$ cat src/rtl/divider.sv
// Sequential RV32M divide unit for DIV/DIVU/REM/REMU. It is a radix-2 restoring divider that retires one quotient bit per cycle.
// Define FPGA_DIVIDER_EN to select a single-cycle native-operator datapath instead.
module divider (
  input  logic        clk,
  input  logic        reset,
  input  logic [31:0] dividend,
  input  logic [31:0] divisor,
  input  logic [1:0]  DIVop,
  input  logic        valid,
  output logic [31:0] result,
  output logic        ready
);

  localparam logic [1:0] DIV_OP_DIV  = 2'b00;
  localparam logic [1:0] DIV_OP_DIVU = 2'b01;
  localparam logic [1:0] DIV_OP_REM  = 2'b10;
  localparam logic [1:0] DIV_OP_REMU = 2'b11;

  localparam logic [2:0] S_IDLE  = 3'b001;
  localparam logic [2:0] S_CALC  = 3'b010;
  localparam logic [2:0] S_READY = 3'b100;

  // Negate only when the op is signed and the operand is negative.
  function automatic logic [31:0] abs32(input logic [31:0] v, input logic is_signed);
    if (is_signed && v[31]) begin
      abs32 = 32'd0 - v;
    end else begin
      abs32 = v;
    end
  endfunction

  function automatic logic [31:0] cond_neg32(input logic [31:0] v, input logic neg);
    if (neg) begin
      cond_neg32 = 32'd0 - v;
    end else begin
      cond_neg32 = v;
    end
  endfunction

  logic [2:0]  state_q, state_d;
  logic [1:0]  op_q, op_d;
  logic [31:0] dvsr_q, dvsr_d;
  logic [31:0] raw_q, raw_d;
  logic [31:0] quo_q, quo_d;
  logic [32:0] rem_q, rem_d;
  logic [4:0]  cnt_q, cnt_d;
  logic        neg_quo_q, neg_quo_d;
  logic        neg_rem_q, neg_rem_d;
  logic        zero_q, zero_d;
  logic [31:0] result_q, result_d;
  logic        ready_q, ready_d;
`ifndef FPGA_DIVIDER_EN
  logic [33:0] rem_shift;
  logic [33:0] rem_diff;
`endif

  // State register.
  always_ff @(posedge clk) begin
    if (reset) begin
      state_q <= S_IDLE;
    end else begin
      state_q <= state_d;
    end
  end

  // Next-state logic. Illegal one-hot encodings fall back to IDLE.
  always_comb begin
    state_d = S_IDLE;
    case (state_q)
      S_IDLE: begin
        if (valid) begin
          if (divisor == 32'd0) begin
            state_d = S_READY;
          end else begin
            state_d = S_CALC;
          end
        end else begin
          state_d = S_IDLE;
        end
      end
      S_CALC: begin
`ifdef FPGA_DIVIDER_EN
        state_d = S_READY;
`else
        if (cnt_q == 5'd31) begin
          state_d = S_READY;
        end else begin
          state_d = S_CALC;
        end
`endif
      end
      S_READY: state_d = S_IDLE;
      default: state_d = S_IDLE;
    endcase
  end

  // Operand capture, per-cycle divide step, and result correction.
  always_comb begin
    op_d      = op_q;
    dvsr_d    = dvsr_q;
    raw_d     = raw_q;
    quo_d     = quo_q;
    rem_d     = rem_q;
    cnt_d     = cnt_q;
    neg_quo_d = neg_quo_q;
    neg_rem_d = neg_rem_q;
    zero_d    = zero_q;
    result_d  = result_q;
    ready_d   = 1'b0;
`ifndef FPGA_DIVIDER_EN
    rem_shift = 34'd0;
    rem_diff  = 34'd0;
`endif
    case (state_q)
      S_IDLE: begin
        if (valid) begin
          op_d      = DIVop;
          dvsr_d    = abs32(divisor, ~DIVop[0]);
          quo_d     = abs32(dividend, ~DIVop[0]);
          raw_d     = dividend;
          neg_quo_d = ~DIVop[0] & (dividend[31] ^ divisor[31]);
          neg_rem_d = ~DIVop[0] & dividend[31];
          zero_d    = (divisor == 32'd0);
          if (divisor == 32'd0) begin
            rem_d = rem_q;
            cnt_d = cnt_q;
          end else begin
            rem_d = 33'd0;
            cnt_d = 5'd0;
          end
        end else begin
          op_d = op_q;
        end
      end
      S_CALC: begin
`ifdef FPGA_DIVIDER_EN
        quo_d = quo_q / dvsr_q;
        rem_d = {1'b0, quo_q % dvsr_q};
`else
        rem_shift = {rem_q, quo_q[31]};
        rem_diff  = rem_shift - {2'b00, dvsr_q};
        if (!rem_diff[33]) begin
          rem_d = rem_diff[32:0];
          quo_d = {quo_q[30:0], 1'b1};
        end else begin
          rem_d = rem_shift[32:0];
          quo_d = {quo_q[30:0], 1'b0};
        end
`endif
        cnt_d = cnt_q + 5'd1;
      end
      S_READY: begin
        ready_d = 1'b1;
        // Division by zero returns all ones for quotients and the untouched dividend for remainders.
        if (zero_q) begin
          if (op_q == DIV_OP_REM || op_q == DIV_OP_REMU) begin
            result_d = raw_q;
          end else begin
            result_d = 32'hFFFF_FFFF;
          end
        end else if (op_q == DIV_OP_DIV || op_q == DIV_OP_DIVU) begin
          result_d = cond_neg32(quo_q, neg_quo_q & ~op_q[0]);
        end else begin
          result_d = cond_neg32(rem_q[31:0], neg_rem_q & ~op_q[0]);
        end
      end
      default: begin
        ready_d = 1'b0;
      end
    endcase
  end

  // Datapath and output registers.
  always_ff @(posedge clk) begin
    if (reset) begin
      op_q      <= 2'b00;
      dvsr_q    <= 32'd0;
      raw_q     <= 32'd0;
      quo_q     <= 32'd0;
      rem_q     <= 33'd0;
      cnt_q     <= 5'd0;
      neg_quo_q <= 1'b0;
      neg_rem_q <= 1'b0;
      zero_q    <= 1'b0;
      result_q  <= 32'd0;
      ready_q   <= 1'b0;
    end else begin
      op_q      <= op_d;
      dvsr_q    <= dvsr_d;
      raw_q     <= raw_d;
      quo_q     <= quo_d;
      rem_q     <= rem_d;
      cnt_q     <= cnt_d;
      neg_quo_q <= neg_quo_d;
      neg_rem_q <= neg_rem_d;
      zero_q    <= zero_d;
      result_q  <= result_d;
      ready_q   <= ready_d;
    end
  end

  assign result = result_q;
  assign ready  = ready_q;

endmodule

$ cat config.mk
export PLATFORM = sky130hd
export DESIGN_NAME = divider
export DESIGN_NICKNAME = d
export VERILOG_FILES = /design/src/rtl/divider.sv
export SDC_FILE = /design/constraint.sdc
export NUM_CORES = 1
export LEC_CHECK = 0
export CAP_MARGIN = 25
export CORE_MARGIN = 2
export CORE_UTILIZATION = 53
export CTS_CLUSTER_SIZE = 25
export DETAILED_ROUTE_END_ITERATION = 8
export PLACE_DENSITY = 0.74
export REMOVE_ABC_BUFFERS = 1
export SLEW_MARGIN = 10
export SYNTH_ARGS = -nofsm -noshare
export SYNTH_HDL_FRONTEND = slang
export SYNTH_SLANG_ARGS = --single-unit
$ cat constraint.sdc
create_clock -name clk -period 3.87 [get_ports clk]
set_clock_uncertainty 0.1 [all_clocks]
set_input_delay 0.387 -clock clk [delete_from_list [all_inputs] [get_ports clk]]
set_output_delay 0.387 -clock clk [all_outputs]
set_load 0.01 [all_outputs]
# ---- After elaboration in Yosys (flattened, before gate mapping)
# Index checks and enable logic that the tools add are counted.
dict set report op_classes {
  add_sub_neg 6
  mul 0
  div 0
  n_lt_le_gt_ge 0
  n_eq_ne 9
  shifts 0
  muxes 22
  bitwise_logic 7
  n_reduce_logical 10
}
# cell n
set ops {}
lappend ops {{$mux W32} 8}
lappend ops {{$sub A1 B32 Y32 const A} 4}
lappend ops {{$mux W33} 3}
lappend ops {{$pmux W33 S2} 1}
lappend ops {{$pmux W32 S2} 1}
lappend ops {{$sub A34 B32 Y34} 1}
lappend ops {{$logic_not A32 Y1} 1}
lappend ops {{$mux W5} 2}
lappend ops {{$pmux W5 S2} 1}
lappend ops {{$mux W3} 3}
lappend ops {{$pmux W3 S2} 1}
lappend ops {{$add A5 B1 Y5 const B} 1}
lappend ops {{$eq A5 B5 Y1 const B} 1}
lappend ops {{$and A1 B1 Y1} 4}
lappend ops {{$eq A2 B2 Y1 const B} 2}
lappend ops {{$ne A2 B2 Y1 const B} 2}
lappend ops {{$reduce_and A2 Y1} 2}
lappend ops {{$eq A3 B1 Y1 const B} 1}
lappend ops {{$eq A3 B2 Y1 const B} 1}
lappend ops {{$eq A3 B3 Y1 const B} 1}
lappend ops {{$reduce_and A3 Y1} 1}
lappend ops {{$eq A2 B1 Y1 const B} 1}
lappend ops {{$logic_and A1 B1 Y1} 2}
lappend ops {{$logic_not A2 Y1} 1}
lappend ops {{5 further kinds} 8}
dict set report totals {
  reg_bits 175
  latchBits 0
  ram_bits 0
  mem_bits_ro 0
  in_bits 69
  wordCells 66
  n_memories 0
}

# ---- Depth between registers and ports, before layout
# Gate-level depths: netlist of run 1.
dict set report logic_depth {
  word_depth 5
  ltp_mapped 14
  ltp_nobuf 12
}

# ---- Least setup slack after synthesis of run 1
# OpenSTA, ideal clock, no wires.
dict set report synth_path {
  kind {register to register}
  startpoint {register quo_q[31]}
  endpoint {register rem_q[22]}
  setup_time_ns 0.122
  arrival_time_ns 2.748
  required_time_ns 3.648
  slack_ns 0.900
  path_stages_with_launch 13
  n_path_buf 0
  path_cell_list {dfxtp_1 -> inv_1 -> ha_1 -> inv_1 -> fa_1 -> a21o_1 -> a221oi_1 -> o221ai_1 -> o211a_1 -> or2_2 -> a31oi_1 -> xor2_1 -> o21ai_1}
}
dict set report synth_between {
  elab_chain_cells 3
}
# element line
set synth_lines {}
lappend synth_lines {{start, declared} 44} ;# logic [31:0] quo_q, quo_d;
lappend synth_lines {{start signal, assigned} 191} ;# quo_q <= quo_d;
lappend synth_lines {{$sub A34 B32 Y34} 141} ;# rem_diff = rem_shift - {2'b00, dvsr_q};
lappend synth_lines {{$mux W33} 142} ;# if (!rem_diff[33]) begin
lappend synth_lines {{$pmux W33 S2} 114} ;# case (state_q)
lappend synth_lines {{end signal, assigned} 192} ;# rem_q <= rem_d;
lappend synth_lines {{end, declared} 45} ;# logic [32:0] rem_q, rem_d;
# No other way between the ends.
# A chain may end at the register's enable or synchronous reset.

# ---- Worst setup path in the final report of run 1
dict set report layout_path {
  startpoint {register rem_q[3]}
  endpoint {register rem_q[4]}
}
dict set report layout_between {
  elab_chain_cells 3
}
# element line
set layout_lines {}
lappend layout_lines {{$sub A34 B32 Y34} 141}
lappend layout_lines {{$mux W33 *} 142}
lappend layout_lines {{$pmux W33 S2 *} 114}
# Every way passes the cells marked *; elsewhere a longest branch is shown, timed or not.

==> results.sh, run 1 <==
export IMPL_r2r_start="rem_q[3]"
export IMPL_worstPathRequired_ns=4.07
export IMPL_layout_setup_ws_ns=0.467
export IMPL_grt_start_max_net_pins=76
export IMPL_postRouteAntennaNets=0
export IMPL_final_util=0.636
export IMPL_grt_pass1_wl_um=54500
export IMPL_status="finished clean"
export IMPL_clk_pin_slew_ns=0.07
export IMPL_cts_made_buffers=17
export IMPL_dieArea_sq_um=22800
export IMPL_met1_length_um=15000
export IMPL_grt_pass1_vias=10500
export IMPL_vdd_drop_max_mv=0.245
export IMPL_seq_area_frac_synth=0.305
export IMPL_portBuffers=101
export IMPL_fp_row_count=53
export IMPL_core_area_sq_um=21200
export IMPL_cap_violations=0
export IMPL_cts_setup_buffers=0
export IMPL_hold_start="result[2]"
export IMPL_routed_top_layer="met4"
export IMPL_grt_usage=0.306
export IMPL_crit_arrival_ns=3.60
export IMPL_dp_hpwl_um=26200
export IMPL_grt_setup_unrepaired="false"
export IMPL_clk_path_buf_depth=2
export IMPL_synth_top_flop_cell="dfxtp_1"
export IMPL_area_delta_synth_final_pct=17.1
export IMPL_ys_async_sr_fraction=0
export IMPL_hp_class="flop to flop"
export IMPL_ioPinCount=102
export IMPL_vias_per_cell=6.10
export IMPL_cp_start_kind="flop"
export IMPL_num_nets_final=1700
export IMPL_crit_path_start="rem_q[3]"
export IMPL_synth_cell_types=80
export IMPL_antenna_cells=0
export IMPL_maxSlewHeadroom=0.349
export IMPL_holdBufCountCts=0
export IMPL_finalHoldViolCount=0
export IMPL_tns_ns=0
export IMPL_synth_cells=1511
export IMPL_syn_area_sq_um=11500
export IMPL_crit_type="flop to flop"
export IMPL_grt_overflow=0
export IMPL_initial_utilization=0.543
export IMPL_drt_total_wl_um=34500
export IMPL_syn_area_per_cell_sq_um=7.60
export IMPL_max_slew_worst_pin_slew_ns=0.974
export IMPL_synth_warnings=0
export IMPL_gp_congestion=0.969
export IMPL_end_kind="flop"
export IMPL_die_h_um=151
export IMPL_cts_tree="built"
export IMPL_via_count=11500
export IMPL_wire_per_inst_um=18.3
export IMPL_setup_viol=0
export IMPL_cts_resized=0
export IMPL_drtIter0Drc=942
export IMPL_fmax_mhz=294
export IMPL_drive_above_1_share=0.0766
export IMPL_met2_wirelength_um=16000
export IMPL_ys_ff_latch=175
export IMPL_met3_length_um=2360
export IMPL_fin_crit_sh=0.879
export IMPL_final_min_clock_period_ns=3.40
export IMPL_die_x_um=151
export IMPL_p_per_area_nw_per_um2=349
export IMPL_grt_antenna_before_repair=0
export IMPL_h_tree_depth=4
export IMPL_clock_latency_ns=0.44
export IMPL_drc_errors=0
export IMPL_p_leak_uw=0.00507
export IMPL_slew_viol_final=0
export IMPL_nFillCells=1930
export IMPL_path_max_fanout=14
export IMPL_root_buffer="clkbuf_16"
export IMPL_cts_sinks=175
export IMPL_synth_edf_count=0
export IMPL_dp_worst_setup_slack_ns=0.464
export IMPL_dr_pass1_iters=5
registers in the layout, summed over array words and instances (netlist names):
signal     cells
neg_rem_q      1
zero_q         1
cnt_q          5
raw_q         32
dvsr_q        32
state_q        3
quo_q         32
op_q           2
rem_q         33
ready          1
neg_quo_q      1
result        32
layer usage:
layer  GRT usage  up-vias
met4       0.119        0
met3      0.0407       70
met1       0.406     5378
li1            -     5588
met2       0.504      425
met5           0        -
layout by cell type (no fill, tap or decap), types with 20 or more instances in the layout:
cell type / n
a211oi_1: 25
o21ai_0: 94
buf_4: 58
ha_1: 38
nor3_1: 32
a21oi_1: 177
nand2_1: 204
mux2i_1: 20
nand3_1: 20
inv_1: 53
a22oi_1: 30
clkdlybuf4s50_1: 100
nor2_1: 139
xnor2_1: 72
o221ai_1: 28
dfxtp_1: 175
xor2_1: 64
critical path, stage by stage (launching register included):
cell       delay [ns]
dfxtp_1          0.46
ha_1             0.34
a21o_1           0.21
a31o_2           0.23
o2111a_1         0.26
o2111ai_1        0.27
a21oi_2          0.11
nor2_2           0.64
buf_4            0.34
mux2i_1          0.22
o21ai_0          0.09
kinds of logic after synthesis:
| logic type | Yosys count | share of synthesized area |
|---|---|---|
| compound gates | 479 | 0.263 |
| flops | 175 | 0.305 |
| xor+xnor | 136 | 0.104 |
| buf+inv | 149 | 0.0532 |
| fa+ha+maj | 39 | 0.0432 |
| simple gates | 512 | 0.213 |
| mux | 21 | 0.0184 |
cells in the mapped netlist, drive strengths merged (7+ instances only):
cell | number | area [sq um]
nand2 | 205 | 772
a21oi | 178 | 895
dfxtp | 175 | 3500
nor2 | 143 | 556
o21ai | 98 | 490
clkbuf | 77 | 299
xnor2 | 72 | 631
xor2 | 64 | 561
inv | 53 | 199
ha | 38 | 475
nor3 | 35 | 203
a22oi | 30 | 225
o221ai | 28 | 245
a211oi | 25 | 188
mux2i | 20 | 200
nand3 | 20 | 100
buf | 19 | 113
nor4 | 19 | 159
o31ai | 18 | 135
or3 | 17 | 110
a21o | 15 | 113
nand2b | 14 | 87.6
a31oi | 13 | 81.3
and3 | 10 | 62.6
or4 | 10 | 82.6
o41ai | 9 | 86.3
nand4 | 8 | 62.6
nor2b | 7 | 43.8
o211ai | 7 | 52.6
per-stage QoR:
stage               instances  power (uW)  hold WS [ns]  instance area, sq um
finish                   1880        4690         0.352                 13400
global route             1880        4890         0.365                 13400
CTS                      1880        4690         0.354                 13400
detailed placement       1848        2990         0.343                 12900
global placement         1847        2970         0.329                 12900
floorplan                1415        2630         0.326                 11100
power by group:
part / switching [uW] / internal [uW]
logic: 607 / 398
clock network: 813 / 909
registers: 80.9 / 1890
total: 1500 / 3190
worst paths after layout:
check             cells after the start         to  slack (ns)
hold / removal                        2  result[2]        0.35
setup reg to reg                     10   rem_q[4]        0.47
hold reg to reg                       2  result[2]        0.35
setup / recovery                     10   rem_q[4]        0.47
cell type report:
class                           instances  area [sq um]  area share
Multi-Input combinational cell       1187          7380       0.549
Sequential cell                       175          3500       0.261
Timing Repair Buffer                  158          1440       0.107
Clock buffer                           18           429      0.0319
Tap cell                              275           344      0.0256
Inverter                               53           199      0.0148
Clock inverter                         14           150      0.0112
Note: power is estimated with default switching activity, not from simulation.
==> run 2, diff against run 1 <==
ABC_AREA = 1   (was default)
ABC_CLOCK_PERIOD_IN_PS = 3870   (was default)
PLACE_DENSITY = 0.73   (was 0.74)
RECOVER_POWER = 25   (was default)
==> run 2 against run 1 <==
The run now ends with max-capacitance violations, max-slew violations left. Flip-flop and latch count is the same. Critical path depth shrank 1. Clock power is essentially flat. Clock-buffer cell count down 1. First-iteration DRC count is 62% higher. Sequential power is essentially flat. Power increased by 5.7%. Via count up 31%. Register-to-register slack better by 0.22 ns. Largest power group unchanged.
==> results.sh, run 2 <==
export IMPL_ys_ff_latch=175
export IMPL_syn_area_sq_um=13600
export IMPL_maxSlewHeadroom=-0.249
export IMPL_crit_slowest_cell="clkbuf_1"
export IMPL_ioPinCount=102
export IMPL_largest_register_ff_count=33
export IMPL_drive_above_1_share=0.0422
export IMPL_p_leak_uw=0.00735
export IMPL_ff2ff_setup_slack_ns=0.69
export IMPL_synth_edf_count=0
export IMPL_vdd_drop_max_mv=0.213
export IMPL_drtIter0Drc=1525
export IMPL_via_count=15000
export IMPL_die_x_um=164
export IMPL_ys_async_sr_fraction=0
export IMPL_slew_viol_final=41
export IMPL_synth_cell_types=52
export IMPL_whs_ns=0.356
export IMPL_netlist_area_leader_share=0.258
export IMPL_clock_latency_ns=0.44
export IMPL_final_min_clock_period_ns=3.18
export IMPL_grt_start_max_net_pins=55
export IMPL_layout_commonest_cell="nand2_1"
export IMPL_path_cells="clkinv_1, nor3_1, inv_2, nor2_1, clkbuf_1, nand2_1, o211ai_1, nand2_1, inv_1"
export IMPL_synth_warnings=0
export IMPL_met2_wirelength_um=18800
export IMPL_synth_cells=2307
export IMPL_cts_made_buffers=17
export IMPL_initial_utilization=0.539
export IMPL_grt_pass1_vias=13400
export IMPL_dieArea_sq_um=26900
export IMPL_h_tree_depth=4
export IMPL_dr_pass1_iters=6
export IMPL_dp_hpwl_um=32900
export IMPL_cts_tree="built"
export IMPL_core_area_sq_um=25200
export IMPL_cts_sinks=175
export IMPL_postRouteAntennaNets=0
export IMPL_max_slew_worst_pin_slew_ns=1.87
export IMPL_holdPathEnd="raw_q[11]"
export IMPL_synthTopCellsByArea="dfxtp_1, nand2_1, nand3_1, inv_1, a21oi_1"
export IMPL_area_delta_synth_final_pct=13.0
export IMPL_die_h_um=164
export IMPL_met1_length_um=19900
export IMPL_holdBufCountCts=0
export IMPL_violations="max-capacitance violations, max-slew violations"
export IMPL_synth_top_cells_by_count="nand2_1, inv_1, nand3_1"
export IMPL_wire_per_inst_um=15.9
export IMPL_p_per_area_nw_per_um2=324
export IMPL_fmax_mhz=314
export IMPL_clk_path_buf_depth=2
export IMPL_grt_setup_unrepaired="false"
export IMPL_cp_start_kind="flop"
export IMPL_crit_type="flop to flop"
export IMPL_grt_antenna_before_repair=0
export IMPL_end_kind="flop"
export IMPL_gp_congestion=0.969
export IMPL_drc_errors=0
export IMPL_path_delay_family="buffers and inverters"
export IMPL_synth_top_cell_by_area="dfxtp_1"
export IMPL_cts_resized=0
export IMPL_num_nets_final=2464
export IMPL_root_buffer="clkbuf_16"
export IMPL_drt_total_wl_um=43000
export IMPL_grt_overflow=0
export IMPL_seq_area_frac_synth=0.258
export IMPL_vias_per_cell=5.56
export IMPL_hp_class="flop to flop"
export IMPL_portBuffers=101
export IMPL_final_util=0.609
export IMPL_hold_path_depth=2
export IMPL_grt_pass1_wl_um=69200
export IMPL_worstRegToRegCells=9
export IMPL_path_buf_inv=4
export IMPL_routed_top_layer="met4"
export IMPL_cts_setup_buffers=0
export IMPL_crit_arrival_ns=3.47
export IMPL_setup_viol=0
export IMPL_clk_pin_slew_ns=0.08
export IMPL_synth_top_flop_cell="dfxtp_1"
export IMPL_antenna_cells=0
export IMPL_cp_common_cell="nand2_1"
export IMPL_worstPathRequired_ns=4.16
export IMPL_r2r_end="quo_q[25]"
export IMPL_grt_usage=0.323
export IMPL_path_max_fanout=40
export IMPL_status="finished with violations"
export IMPL_largest_register="rem_q"
export IMPL_yosysMostFrequentCell="nand2_1"
export IMPL_most_common_layout_cells="nand2_1, inv_1, nand3_1"
export IMPL_finalHoldViolCount=0
export IMPL_r2r_start="state_q[0]"
export IMPL_hold_start="raw_q[11]"
export IMPL_fin_crit_sh=0.822
export IMPL_cap_violations=1
export IMPL_syn_area_per_cell_sq_um=5.89
export IMPL_critPathMaxStageDelay_ns=1.37
export IMPL_met3_length_um=3160
export IMPL_fp_row_count=58
run 2: changes by cell type after synthesis, moves of 42 or more:
| cell | delta |
|---|---|
| inv_1 | +280 |
| nand3_1 | +234 |
| nor2_1 | +68 |
| xor2_1 | -42 |
| xnor2_1 | -47 |
| nand2_1 | +387 |
run 2: report_power, final:
| group | internal, uW | switching (uW) |
|---|---|---|
| clock | 859 | 881 |
| sequential | 1900 | 60.0 |
| combinational | 413 | 855 |
run 2: area by class of cell:
type | count | area [sq um]
Sequential cell | 175 | 3500
Timing Repair Buffer | 125 | 1190
Clock inverter | 15 | 150
Clock buffer | 17 | 425
Tap cell | 330 | 413
Inverter | 349 | 1310
Multi-Input combinational cell | 1688 | 8350
Fill cell | 2505 | 9840
run 2: metal layers:
layer,vias to the layer above,global-route usage
met5,-,0
met4,0,0.104
met3,65,0.0573
met2,558,0.497
met1,6766,0.457
li1,7607,-
run 2: cell families after synthesis:
family | count (synthesis) | synth area share
AOI/OAI and AO/OA | 422 | 0.171
xor gates and xnor gates | 47 | 0.0303
adders and majority gates | 39 | 0.0365
buffers and inverters | 444 | 0.128
DFF | 175 | 0.258
and+or+nand+nor | 1180 | 0.376
run 2: worst max path at each step:
stage | endpoint | slack [ns] | startpoint | cells after the start
2_1_floorplan | quo_q[27] | -0.08 | state_q[0] | 10
3_3_place_gp | rem_q[2] | 0.97 | divisor[0] | 11
3_5_place_dp | rem_q[1] | 0.89 | divisor[0] | 11
4_1_cts | rem_q[27] | 1.02 | rem_q[25] | 10
5_1_grt | quo_q[29] | 0.44 | state_q[0] | 9
6_report | quo_q[25] | 0.69 | state_q[0] | 9
run 2: worst reg2reg max path, cell delays in order, from the launching register on:
cell	delay (ns)
dfxtp_1	0.38
clkinv_1	0.10
nor3_1	0.27
inv_2	0.05
nor2_1	0.20
clkbuf_1	1.37
nand2_1	0.26
o211ai_1	0.26
nand2_1	0.07
inv_1	0.08
run 2: per-stage QoR:
| step | area [sq um] | total power (uW) | cells | setup TNS [ns] | setup WS [ns] |
|---|---|---|---|---|---|
| after CTS | 15400 | 4950 | 2699 | 0 | 1.02 |
| final | 15300 | 4960 | 2699 | 0 | 0.688 |
| after floorplan | 13200 | 2790 | 2212 | -0.463 | -0.0844 |
| after global placement | 14800 | 3210 | 2667 | 0 | 0.973 |
| after detailed placement | 14800 | 3230 | 2667 | 0 | 0.891 |
| after global routing | 15300 | 5210 | 2699 | 0 | 0.437 |
==> run 3, diff against run 2 <==
ABC_CLOCK_PERIOD_IN_PS = 2690   (was 3870)
PLACE_DENSITY = 0.76   (was 0.73)
clock period = 2.69 ns   (was 3.87 ns; I/O delays follow)
==> run 3 against run 2 <==
The flow now finishes without violations. Die area did not move. Core utilization rose by 1.6 points. Worst setup slack got worse by 0.51 ns. Critical path type unchanged. Hold slack got worse by 0.00096 ns. Sequential share of layout area fell by 0.55 points.
==> results.sh, run 3 (synthesis results as in run 2) <==
export IMPL_status="finished clean"
export IMPL_clock_power_share=0.353
export IMPL_crit_arrival_ns=2.73
export IMPL_grt_pass1_wl_um=73200
export IMPL_gp_congestion=0.980
export IMPL_wire_per_inst_um=16.8
export IMPL_drive_above_1_share=0.0620
export IMPL_cts_sinks=175
export IMPL_dieArea_sq_um=26900
export IMPL_clk_pin_slew_ns=0.08
export IMPL_final_min_clock_period_ns=2.51
export IMPL_grt_overflow=0
export IMPL_drt_total_wl_um=46000
export IMPL_ff2ff_setup_slack_ns=0.18
export IMPL_final_area_sq_um=15700
export IMPL_grt_pass1_vias=14000
export IMPL_dr_pass1_iters=6
export IMPL_end_kind="flop"
export IMPL_vdd_drop_max_mv=0.376
export IMPL_num_nets_final=2499
export IMPL_cts_made_buffers=17
export IMPL_clock_latency_ns=0.45
export IMPL_p_leak_uw=0.00755
export IMPL_met3_length_um=3470
export IMPL_cts_setup_buffers=0
export IMPL_via_count=15500
export IMPL_routed_top_layer="met4"
export IMPL_postRouteAntennaNets=0
export IMPL_layout_commonest_cell="nand2_1"
export IMPL_most_common_layout_cells="nand2_1, inv_1, nand3_1"
export IMPL_area_delta_synth_final_pct=15.9
export IMPL_clk_path_buf_depth=2
export IMPL_met2_wirelength_um=20100
export IMPL_r2r_start="dvsr_q[26]"
export IMPL_seqPwrFrac=0.383
export IMPL_antenna_cells=0
export IMPL_worstPathRequired_ns=2.90
export IMPL_nFillCells=2494
export IMPL_crit_path_end="rem_q[12]"
export IMPL_max_slew_worst_pin_slew_ns=1.04
export IMPL_core_area_sq_um=25200
export IMPL_met1_length_um=21000
export IMPL_p_switching_uw=2640
export IMPL_finalHoldViolCount=0
export IMPL_maxSlewHeadroom=0.308
export IMPL_h_tree_depth=4
export IMPL_swShare=0.359
export IMPL_initial_utilization=0.539
export IMPL_crit_path_start="dvsr_q[26]"
export IMPL_root_buffer="clkbuf_16"
export IMPL_worstRegToRegCells=13
export IMPL_grt_start_max_net_pins=88
export IMPL_fp_row_count=58
export IMPL_p_per_area_nw_per_um2=466
export IMPL_drc_errors=0
export IMPL_comb_power_share=0.264
export IMPL_crit_type="flop to flop"
export IMPL_dp_hpwl_um=35400
export IMPL_cts_tree="built"
export IMPL_cp_start_kind="flop"
export IMPL_largest_register_ff_count=33
export IMPL_cap_violations=0
export IMPL_die_h_um=164
export IMPL_p_int_uw=4700
export IMPL_fmax_mhz=398
export IMPL_place_area_sq_um=15100
export IMPL_ioPinCount=102
export IMPL_multiInputGateArea_sq_um=8410
export IMPL_portBuffers=101
export IMPL_path_max_fanout=20
export IMPL_hp_class="flop to flop"
export IMPL_die_x_um=164
export IMPL_fin_crit_sh=0.934
export IMPL_grt_antenna_before_repair=0
export IMPL_seq_area_sq_um=3510
export IMPL_whs_ns=0.355
export IMPL_vias_per_cell=5.66
export IMPL_setup_viol=0
export IMPL_largest_register="rem_q"
export IMPL_drtIter0Drc=1715
export IMPL_r2r_end="rem_q[12]"
export IMPL_grt_usage=0.345
export IMPL_slew_viol_final=0
-- run 3: final cells by class --
| cell class | instances | share of cell area |
|---|---|---|
| flip-flops and latches | 175 | 0.223 |
| well taps | 330 | 0.0262 |
| repair buffers | 160 | 0.0960 |
| inverters | 349 | 0.0832 |
| clock inverters | 15 | 0.0107 |
| clock buffers | 17 | 0.0270 |
| multi-input cells | 1688 | 0.534 |
-- run 3: worst min-delay path by stage --
stage | from | end | slack (ns) | cells past startpoint
4_1_cts | raw_q[18] | raw_q[18] | 0.36 | 2
3_5_place_dp | raw_q[16] | raw_q[16] | 0.35 | 2
5_1_grt | raw_q[16] | raw_q[16] | 0.38 | 2
2_1_floorplan | reset | neg_quo_q | 0.24 | 1
3_3_place_gp | raw_q[13] | raw_q[13] | 0.34 | 2
6_report | raw_q[18] | raw_q[18] | 0.36 | 2
-- run 3: timing repair --
| action | in CTS | in global routing |
|---|---|---|
| hold buffers | 1 | 0 |
| resized for setup | 0 | 15 |
| endpoints found under the setup margin | 0 | 34 |
| hold endpoints to repair | 1 | 0 |
-- run 3: critical path: stages (launching register included) --
cell and delay (ns):
dfxtp_1 0.31, inv_1 0.05, ha_1 0.37, a21oi_1 0.32
o21ai_1 0.10, nand2_1 0.06, nand3_1 0.14, nor2_4 0.23
nand2_4 0.13, nand2_8 0.13, buf_12 0.16, nand3_1 0.11
nand3_1 0.09, a21oi_1 0.06
-- run 3: power groups by stage --
stage	Clock [uW]	Combinational [uW]	Sequential (uW)
2_1_floorplan	0	1160	2850
3_3_place_gp	0	1870	2870
3_5_place_dp	0	1890	2870
4_1_cts	2620	1900	2810
5_1_grt	2690	2140	2830
6_report	2590	1940	2810
-- run 3: per-stage QoR --
stage               std cells  utilization  TNS, ns  setup slack, ns  total power [uW]
detailed placement       2701        0.601        0           0.0299              4760
CTS                      2734        0.625        0           0.0854              7330
global placement         2701        0.601        0           0.0250              4740
floorplan                2212            -  -121.90            -1.26              4020
global route             2734        0.625  -0.0258          -0.0136              7650
finish                   2734        0.625        0            0.177              7340
-- run 3: routing by layer --
| metal | vias up | global-route usage |
|---|---|---|
| met5 | - | 0 |
| met4 | 0 | 0.117 |
| met3 | 88 | 0.0427 |
| met2 | 630 | 0.538 |
| met1 | 7070 | 0.490 |
| li1 | 7681 | - |
